$ cat src/rtl/hazard_scoreboard.sv
// Data-hazard unit: per-port operand forwarding selects, a pending-write
// scoreboard, a stall watchdog, and perf counters (HAZARD_PERF_EN).
module hazard_scoreboard #(
  parameter int NREAD       = 2,
  parameter int NFWD        = 3,
  parameter int PEND_W      = 2,
  parameter int STALL_LIMIT = 1024,
  localparam int CW         = $clog2(NFWD + 1)
) (
  input  logic                clk,
  input  logic                rst_n,
  input  logic                IDU_valid,
  input  logic [NREAD*5-1:0]  IDU_rs,
  input  logic [NREAD-1:0]    IDU_rs_used,
  input  logic [4:0]          IDU_rd,
  input  logic                IDU_R_Wen,
  input  logic                IDU_fire,
  input  logic [NFWD-1:0]     FWD_valid,
  input  logic [NFWD-1:0]     FWD_R_Wen,
  input  logic [NFWD*5-1:0]   FWD_rd,
  input  logic [NFWD-1:0]     FWD_data_ok,
  input  logic                WB_commit,
  input  logic [4:0]          WB_rd,
  input  logic                flush,
  output logic [NREAD*CW-1:0] rs_choice,
  output logic                stall,
  output logic                watchdog_err,
  output logic [31:0]         perf_stall_cycles,
  output logic [31:0]         perf_fwd_hits
);

  localparam int WDW = $clog2(STALL_LIMIT + 1);
  localparam logic [PEND_W-1:0] PMAX = '1;
  localparam logic [WDW-1:0] WLIM = WDW'(STALL_LIMIT);

  logic [PEND_W-1:0] pend [32];
  logic [4:0]        rs_a [NREAD];
  logic [NREAD-1:0]  hit;
  logic [NREAD-1:0]  port_stall;
  logic              rd_full;
  logic [31:0]       inc;
  logic [31:0]       dec;
  logic [WDW-1:0]    wd_cnt;
  logic [WDW-1:0]    wd_next;
  logic              stall_v;

  // Per-port source select; descending scan so the youngest match wins
  always_comb begin
    rs_choice  = '0;
    port_stall = '0;
    hit        = '0;
    for (int p = 0; p < NREAD; p++) begin
      rs_a[p] = IDU_rs[5*p +: 5];
      if (IDU_valid && IDU_rs_used[p] && rs_a[p] != 5'd0) begin
        for (int i = NFWD - 1; i >= 0; i--) begin
          if (FWD_valid[i] && FWD_R_Wen[i] &&
              FWD_rd[5*i +: 5] == rs_a[p]) begin
            rs_choice[p*CW +: CW] = CW'(i + 1);
            port_stall[p]         = ~FWD_data_ok[i];
            hit[p]                = 1'b1;
          end
        end
        if (!hit[p] && pend[rs_a[p]] != '0)
          port_stall[p] = 1'b1;
      end
    end
  end

  assign rd_full = IDU_valid & IDU_R_Wen & (IDU_rd != 5'd0) &
                   (pend[IDU_rd] == PMAX);
  assign stall   = (|port_stall) | rd_full;
  assign stall_v = stall & IDU_valid;

  assign inc = (IDU_fire && IDU_R_Wen) ? (32'd1 << IDU_rd) : 32'd0;
  assign dec = WB_commit ? (32'd1 << WB_rd) : 32'd0;

  // Scoreboard: issue increments, retire decrements, flush clears
  always_ff @(posedge clk) begin
    if (!rst_n || flush) begin
      for (int r = 0; r < 32; r++)
        pend[r] <= '0;
    end else begin
      pend[0] <= '0;
      for (int r = 1; r < 32; r++) begin
        if (inc[r] && !dec[r] && pend[r] != PMAX)
          pend[r] <= pend[r] + 1'b1;
        else if (dec[r] && !inc[r] && pend[r] != '0)
          pend[r] <= pend[r] - 1'b1;
      end
    end
  end

  // Next watchdog count: run on stall, saturate at the limit
  always_comb begin
    wd_next = '0;
    if (!flush && stall_v)
      wd_next = (wd_cnt == WLIM) ? wd_cnt : wd_cnt + 1'b1;
  end

  // Watchdog counter and sticky error flag
  always_ff @(posedge clk) begin
    if (!rst_n) begin
      wd_cnt       <= '0;
      watchdog_err <= 1'b0;
    end else begin
      wd_cnt <= wd_next;
      if (wd_next == WLIM)
        watchdog_err <= 1'b1;
    end
  end

`ifdef HAZARD_PERF_EN
  localparam int HW = $clog2(NREAD + 1);
  logic [HW-1:0] nhit;

  // Count ports sourcing a forwarded operand
  always_comb begin
    nhit = '0;
    for (int p = 0; p < NREAD; p++)
      if (rs_choice[p*CW +: CW] != '0)
        nhit = nhit + 1'b1;
  end

  // Wrapping performance counters
  always_ff @(posedge clk) begin
    if (!rst_n) begin
      perf_stall_cycles <= '0;
      perf_fwd_hits     <= '0;
    end else begin
      if (stall_v)
        perf_stall_cycles <= perf_stall_cycles + 32'd1;
      if (IDU_fire)
        perf_fwd_hits <= perf_fwd_hits + 32'(nhit);
    end
  end
`else
  assign perf_stall_cycles = 32'd0;
  assign perf_fwd_hits     = 32'd0;
`endif

endmodule

$ cat config.mk
export PLATFORM = sky130hd
export DESIGN_NAME = hazard_scoreboard
export DESIGN_NICKNAME = d
export VERILOG_FILES = /design/src/rtl/hazard_scoreboard.sv
export SDC_FILE = /design/constraint.sdc
export NUM_CORES = 1
export LEC_CHECK = 0
export CAP_MARGIN = 25
export CORE_MARGIN = 2
export CORE_UTILIZATION = 40
export CTS_CLUSTER_DIAMETER = 100
export CTS_CLUSTER_SIZE = 20
export DETAILED_ROUTE_END_ITERATION = 8
export DONT_BUFFER_PORTS = 1
export MAX_ROUTING_LAYER = met4
export PLACE_DENSITY = 0.63
export SETUP_SLACK_MARGIN = 0.2
export SYNTH_ARGS = -nofsm -noshare
export SYNTH_HDL_FRONTEND = slang
export SYNTH_SLANG_ARGS = --single-unit
$ cat constraint.sdc
create_clock -name clk -period 2.7 [get_ports clk]
set_clock_uncertainty 0.05 [all_clocks]
set_input_delay 0.135 -clock clk [delete_from_list [all_inputs] [get_ports clk]]
set_output_delay 0.135 -clock clk [all_outputs]
set_load 0.1 [all_outputs]
# Word-level counts from Yosys, hierarchy flattened
# Memory sizes are Yosys's and may differ from the RTL's.
# Index checks and enable logic that the tools add are counted.
# word_totals
regBits	12
ram_bits	64
inputBits	53
output_inout_bits	70
wordCells	737
n_memories	1
# memory_table
memory	depth	width	rd	rd_ports_with_merged_regs	write_ports	line	text
pend	32	2	34	0	32	36	logic [PEND_W-1:0] pend [32];
# op_classes
addsub	63
eq_ne	40
shift	2
mux	313
bitwise_logic	71
n_reduce_logical	245
# ops
cell	count
$mux 1	238
$mux 2	71
$logic_and 1x1->1	141
$logic_not 1->1	66
$reduce_bool 2->1	33
$mux 32	2
$or 1x1->1	64
$shl 1x5->32 const A	2
$add 2x1->2 const B	31
$ne 2x2->1 const B	31
$sub 2x1->2 const B	31
$eq 5x5->1	6
$eq 11x11->1 const B	2
$mux 11	2
$reduce_bool 5->1	3
$add 11x1->11 const B	1
$and 1x1->1	4
$not 1->1	3
$eq 2x2->1 const B	1
$reduce_or 2->1	1
$logic_or 1x1->1	1

# Longest topological paths before layout
# Gate-level depths: netlist of the first run.
# logic_depth
word_depth	16
mapped_depth	10
mapped_depth_nobuf	9

# Worst setup path after synthesis of the first run
# Ideal clock, no wire load.
# synth_path
kind	input -> output
start	input port IDU_rs[2]
end	output port rs_choice[0]
arrival_time_ps	3130
required_ps	2515
setup_slack_ps	-615
stages	7
n_path_buf	1
cell_sequence	buf_4 -> xor2_1 -> nor3_1 -> nand2_1 -> nor2_1 -> nand2_1 -> a21boi_0
# synth_between
elab_chain_len	6
word_cells_on_any_way	12
classes_between	eq/ne: 3; mux: 4; reduce/logical: 5
# synth_lines
item	line	text
from (decl)	13	input logic [NREAD*5-1:0] IDU_rs,
$eq 5x5->1	57	FWD_rd[5*i +: 5] == rs_a[p]) begin
$logic_and 1x1->1	56	if (FWD_valid[i] && FWD_R_Wen[i] &&
$mux 2 (3 in series)	56	
$mux 2 (*)	54	if (IDU_valid && IDU_rs_used[p] && rs_a[p] != 5'd0) begin
to (decl)	25	output logic [NREAD*CW-1:0] rs_choice,
# Mark *: on every way between the ends. The rest lies on a longest branch, timed or not.

==> results of run 1 <==
==> power by group <==
part	leakage, nW	switching [mW]	internal, mW
combinational	1.80	0.690	0.260
sequential	0.784	0.0672	1.30
clock	0.147	0.483	0.766
total	2.73	1.24	2.33
==> kinds of logic (layout without fill, tap and decap cells) <==
kind of cell	after synthesis	count (layout)	synth area share [%]
adder cells (fa/ha/maj)	4	4	0.7210
AO/OA/AOI/OAI	152	152	16.51
other	1	64	0.05402
buffers and inverters	116	84	10.54
AND/OR/NAND/NOR	378	378	26.77
flip-flops	74	74	30.28
XOR/XNOR	60	60	7.570
multiplexers	32	32	7.552
==> repair_timing <==
item                       4_1_cts  5_1_grt
hold buffers                     2        0
pin swaps                        7        2
hold endpoints to repair         3        0
resized for setup               16       13
buffers inserted                18       13
setup endpoints to repair        2       13
==> per-stage QoR <==
stage,cell area (um^2),instances,power (mW),utilization (%)
floorplan,7202,880,2.249,-
global route,7681,1073,3.683,44.88
finish,7681,1073,3.569,44.88
CTS,7520,1060,3.539,43.93
global placement,7022,1024,2.261,41.02
detailed placement,7022,1024,2.267,41.02
==> worst max path at each step <==
stage | start | end | slack [ns] | cells after the start
finish | pend[2][1] | stall | -0.02 | 9
global route | pend[2][1] | stall | -0.11 | 9
CTS | pend[31][0] | stall | 0.005 | 9
detailed placement | pend[2][1] | stall | 0.13 | 9
global placement | pend[2][1] | stall | 0.14 | 9
floorplan | IDU_rs[2] | rs_choice[0] | 0.12 | 7
==> cells in the final DEF, fill, tap and decap left out, drive strengths merged, types with 16 or more instances in the layout <==
master | netlist | final
a21oi | 31 | 31
conb | 1 | 64
buf | 86 | 56
xor2 | 43 | 43
o311ai | 16 | 16
nor3 | 24 | 24
a2111oi | 20 | 20
o21ai | 28 | 28
nand3 | 39 | 39
nand2 | 73 | 73
xnor2 | 17 | 17
edfxtp | 62 | 62
a211oi | 16 | 16
nor2 | 129 | 129
==> critical path: stages, from the launching register on <==
cell and delay, ns:
edfxtp_1 0.38, or2_1 0.26, and3_1 0.18, o311a_1 0.35
a221oi_4 0.28, nor4_4 0.09, a2111oi_4 0.25, buf_12 0.16
nand2_8 0.05, buf_12 0.18
==> routing by layer <==
| layer | vias to the layer above | part of all wire (%) | GRT usage, % |
|---|---|---|---|
| met2 | 243 | 50 | 35.19 |
| met1 | 2959 | 41 | 26.61 |
| li1 | 2936 | - | - |
| met4 | 0 | 2.1 | 8.796 |
| met3 | 37 | 6.9 | 3.741 |
| met5 | - | 0 | - |
==> flip-flops by register name, summed over array words and instances (netlist names) <==
| register | flops |
|---|---|
| watchdog_err | 1 |
| pend | 62 |
| wd_cnt | 11 |
==> final cells by class <==
class / instances / area [um^2]
clock buffers: 14 / 264.0
clock inverters: 2 / 35.03
fillers: 1682 / 9435
inverters: 10 / 37.54
multi-input cells: 690 / 4483
flip-flops and latches: 74 / 2102
well taps: 225 / 281.5
repair buffers: 58 / 478.0
==> impl_metrics.env, run 1 <==
export IMPL_cp_arrival_ns=2.54
export IMPL_timing_setup_tns_ns=-0.02274
export IMPL_clock_sink_count=74
export IMPL_synth_area_leaders="edfxtp_1 (27%), buf_4 (7.2%), nor2_1 (7.0%)"
export IMPL_power_leakage_nw=2.731
export IMPL_synth_seq_area_share_pct=30.28
export IMPL_insertion_delay_ns=0.35
export IMPL_violations="negative setup slack"
export IMPL_initial_utilization_pct=40.56
export IMPL_yosys_warnings=0
export IMPL_cts_buffers=9
export IMPL_path_clk_slew_ns=0.06
export IMPL_avgSynthCellArea_um2=8.497
export IMPL_hold_violations=0
export IMPL_overflow=0
export IMPL_grt_pass1_vias=5652
export IMPL_ys_async_sr_fraction_pct=0
export IMPL_worstReg2RegStart="pend[16][1]"
export IMPL_crit_type="register to output port"
export IMPL_yosys_area_top_type="edfxtp_1"
export IMPL_reg2reg_to="watchdog_err"
export IMPL_nets=900
export IMPL_firstDrtPassIters=5
export IMPL_dpl_hpwl_mm=14.10
export IMPL_die_h_um=135.7
export IMPL_netlist_cell_type_count=70
export IMPL_drive_above_1_share_pct=18.16
export IMPL_num_vias=6175
export IMPL_fmax_mhz=367.3
export IMPL_ant_nets=0
export IMPL_outcome="finished, violations left"
export IMPL_grt_usage_pct=21.60
export IMPL_drv_slew=0
export IMPL_ir_drop_uv=242.0
export IMPL_path_max_fanout=3
export IMPL_yosysMostFrequentCell="nor2_1"
export IMPL_yosys_area_top_type_share_pct=26.82
export IMPL_clk_path_buf_depth=2
export IMPL_wire_per_inst_um=17.99
export IMPL_htreeDepth=3
export IMPL_io_buffers=0
export IMPL_powerDensity_nw_per_um2=464.6
export IMPL_synth_edff_count=62
export IMPL_end_kind="output port"
export IMPL_core_um2=17120
export IMPL_period_share_pct=100.8
export IMPL_slew_headroom_pct=50.30
export IMPL_rsz0062_at_grt="true"
export IMPL_gp_congestion=0.9117
export IMPL_placementRows=48
export IMPL_drt_wl_total_mm=19.31
export IMPL_dr_first_iter_drc_count=546
export IMPL_cts_root_buffer="clkbuf_16"
export IMPL_reg2reg_slack_ns=0.14
export IMPL_num_antenna_cells=0
export IMPL_drc=0
export IMPL_cts_tree="yes"
export IMPL_die_w_um=135.7
export IMPL_ios=123
export IMPL_place_ws_ns=0.1328
export IMPL_whs_path_depth=3
export IMPL_hold_end="watchdog_err"
export IMPL_synthCells=817
export IMPL_area_delta_synth_final_pct=10.65
export IMPL_ys_dominant_reg_cell="edfxtp_1"
export IMPL_worstHoldPathType="primary input to register"
export IMPL_grt_max_degree=39
export IMPL_synth_common_cells="nor2_1 (129), nand2_1 (73), buf_4 (67)"
export IMPL_crit_path_start_kind="register"
export IMPL_min_delay_start="flush"
export IMPL_ys_ff_latch=74
export IMPL_grt_pass1_wl_mm=30.12
export IMPL_floorplan_die_area_um2=18420
export IMPL_tightest_slew_ns=0.7267
export IMPL_synth_area_um2=6942
export IMPL_ff2ff_path_depth=9
export IMPL_viasPerCell=5.755
export IMPL_finalSetupViolCount=1
export IMPL_min_period_ns=2.723
export IMPL_worstPathRequired_ns=2.52
export IMPL_antenna_found_initial=0
export IMPL_cap_violations=0
export IMPL_whs_ns=0.04900
export IMPL_fin_ws_ns=-0.02274
No activity file was read; power rests on OpenSTA's default activity.
==> run 2: changes to the inputs <==
Settings changed: CORE_UTILIZATION 40 to 30, PLACE_DENSITY 0.63 to 0.53.
==> run 2 against run 1 <==
Net effect: the flow still finishes with violations (negative setup slack); maximum frequency is 0.82% lower; clock-buffer cell count grew 2; flip-flop and latch count unchanged; largest power group unchanged.
==> impl_metrics.env, run 2 (synthesis results as in run 1) <==
export IMPL_cts_tree="yes"
export IMPL_design_area_um2=7799
export IMPL_violations="negative setup slack"
export IMPL_grtUsageMet1_pct=21.58
export IMPL_largest_reg_flops=62
export IMPL_wire_per_inst_um=18.35
export IMPL_layout_common_cells="nor2_1 (118), nand2_1 (71), conb_1 (64)"
export IMPL_io_buffers=0
export IMPL_powerDensity_nw_per_um2=464.5
export IMPL_placementRows=55
export IMPL_path_clk_slew_ns=0.06
export IMPL_ir_drop_uv=303.8
export IMPL_min_period_ns=2.745
export IMPL_use_met2_pct=27.83
export IMPL_path_max_fanout=3
export IMPL_dpl_hpwl_mm=15.38
export IMPL_crit_type="register to output port"
export IMPL_die_h_um=156.1
export IMPL_gp_congestion=0.8415
export IMPL_period_share_pct=101.7
export IMPL_outcome="finished, violations left"
export IMPL_power_leakage_nw=2.760
export IMPL_worstPathRequired_ns=2.52
export IMPL_floorplan_die_area_um2=24370
export IMPL_crit_path_start_kind="register"
export IMPL_p_total_mw=3.623
export IMPL_numPlacedInstances=1088
export IMPL_finalSetupViolCount=1
export IMPL_core_um2=22710
export IMPL_initial_utilization_pct=30.57
export IMPL_top_register="pend"
export IMPL_ios=123
export IMPL_drc=0
export IMPL_timing_setup_tns_ns=-0.04518
export IMPL_insertion_delay_ns=0.35
export IMPL_cp_arrival_ns=2.56
export IMPL_final_common_cell="nor2_1"
export IMPL_antenna_found_initial=1
export IMPL_cp_startpoint="pend[2][0]"
export IMPL_slew_headroom_pct=49.94
export IMPL_grt_busiest_layer="met2"
export IMPL_seq_power_share_pct=37.8
export IMPL_drt_wl_total_mm=20.87
export IMPL_nets=903
export IMPL_clock_sink_count=74
export IMPL_area_delta_synth_final_pct=12.35
export IMPL_ant_nets=0
export IMPL_worstHoldPathType="primary input to register"
export IMPL_rsz0062_at_grt="true"
export IMPL_internal_power_mw=2.370
export IMPL_grt_met3_usage_pct=3.583
export IMPL_viasPerCell=5.388
export IMPL_min_delay_start="IDU_valid"
export IMPL_dr_first_iter_drc_count=478
export IMPL_place_ws_ns=0.1029
export IMPL_drive_above_1_share_pct=17.86
export IMPL_grt_pass1_vias=5700
export IMPL_reg_largest_list="pend (62), wd_cnt (11), watchdog_err (1)"
export IMPL_grt_max_degree=28
export IMPL_clk_path_buf_depth=2
export IMPL_tightest_slew_ns=0.7319
export IMPL_final_util_pct=34.34
export IMPL_power_frac_comb_pct=26.4
export IMPL_htreeDepth=3
export IMPL_cts_buffers=9
export IMPL_n_fill_cell=2387
export IMPL_cts_root_buffer="clkbuf_16"
export IMPL_hold_violations=0
export IMPL_die_w_um=156.1
export IMPL_switchingPower_mw=1.253
export IMPL_fin_ws_ns=-0.04518
export IMPL_fin_cells=1137
export IMPL_overflow=0
export IMPL_cap_violations=0
export IMPL_grt_usage_pct=17.22
export IMPL_whs_ns=0.1316
export IMPL_grt_pass1_wl_mm=31.57
export IMPL_swShare_pct=34.58
export IMPL_drv_slew=0
export IMPL_clkPwrFrac_pct=35.8
export IMPL_placed_area_um2=7127
export IMPL_firstDrtPassIters=5
export IMPL_num_vias=6126
export IMPL_end_kind="output port"
export IMPL_worstReg2RegStart="pend[26][0]"
export IMPL_fmax_mhz=364.3
## run 2: changes by cell type in the layout (fill, tap and decap cells not counted), sizes merged
cell	previous run	this run
bufinv	1	0
clkinv	1	0
clkbuf	14	17
diode	0	1
dlygate4sd3	2	4
## run 2: layout make-up
cell class / count / area, um^2 / share of cell area, %
Timing Repair Buffer: 61 / 523.0 / 6.706
Clock buffer: 16 / 322.8 / 4.139
Sequential cell: 74 / 2102 / 26.95
Inverter: 10 / 37.54 / 0.4813
Tap cell: 285 / 356.6 / 4.572
Antenna cell: 1 / 2.502 / 0.03209
Multi-Input combinational cell: 690 / 4454 / 57.12
## run 2: worst max-delay path, stage by stage (launching register included)
cell and delay, ns:
edfxtp_1 0.38, or2_1 0.26, and3_1 0.19, o311a_1 0.33, a221oi_2 0.26, nor4_2 0.10, a2111oi_4 0.29, buf_12 0.16
nand2_8 0.05, buf_12 0.18
## run 2: repair_timing
item                                    CTS  global route
pin swaps                                 5             2
hold endpoints to repair                  3             1
hold buffers                              3             1
endpoints found under the setup margin    2            13
gates resized for setup                  17             6
buffers inserted                         18             9
gates cloned                              0             1
## run 2: layer usage
metal	routed length, um	up-vias
li1	-	2943
met1	8992	2951
met2	10020	199
met3	1380	33
met4	468	0
met5	0	-
## run 2: power by group through the flow
stage                     Sequential [mW]  Clock [mW]  Combinational (mW)
after detailed placement             1.39           0               0.888
after global placement               1.39           0               0.883
final                                1.37        1.30               0.957
after floorplan                      1.38           0               0.870
after CTS                            1.37        1.32               0.931
after global routing                 1.38        1.37                1.01
## run 2: worst paths after layout
path | slack [ns] | cells after the start | endpoint
hold reg to reg | 0.55 | 2 | watchdog_err
setup / recovery | -0.05 | 9 | stall
setup reg to reg | 0.13 | 9 | watchdog_err
hold / removal | 0.13 | 3 | watchdog_err
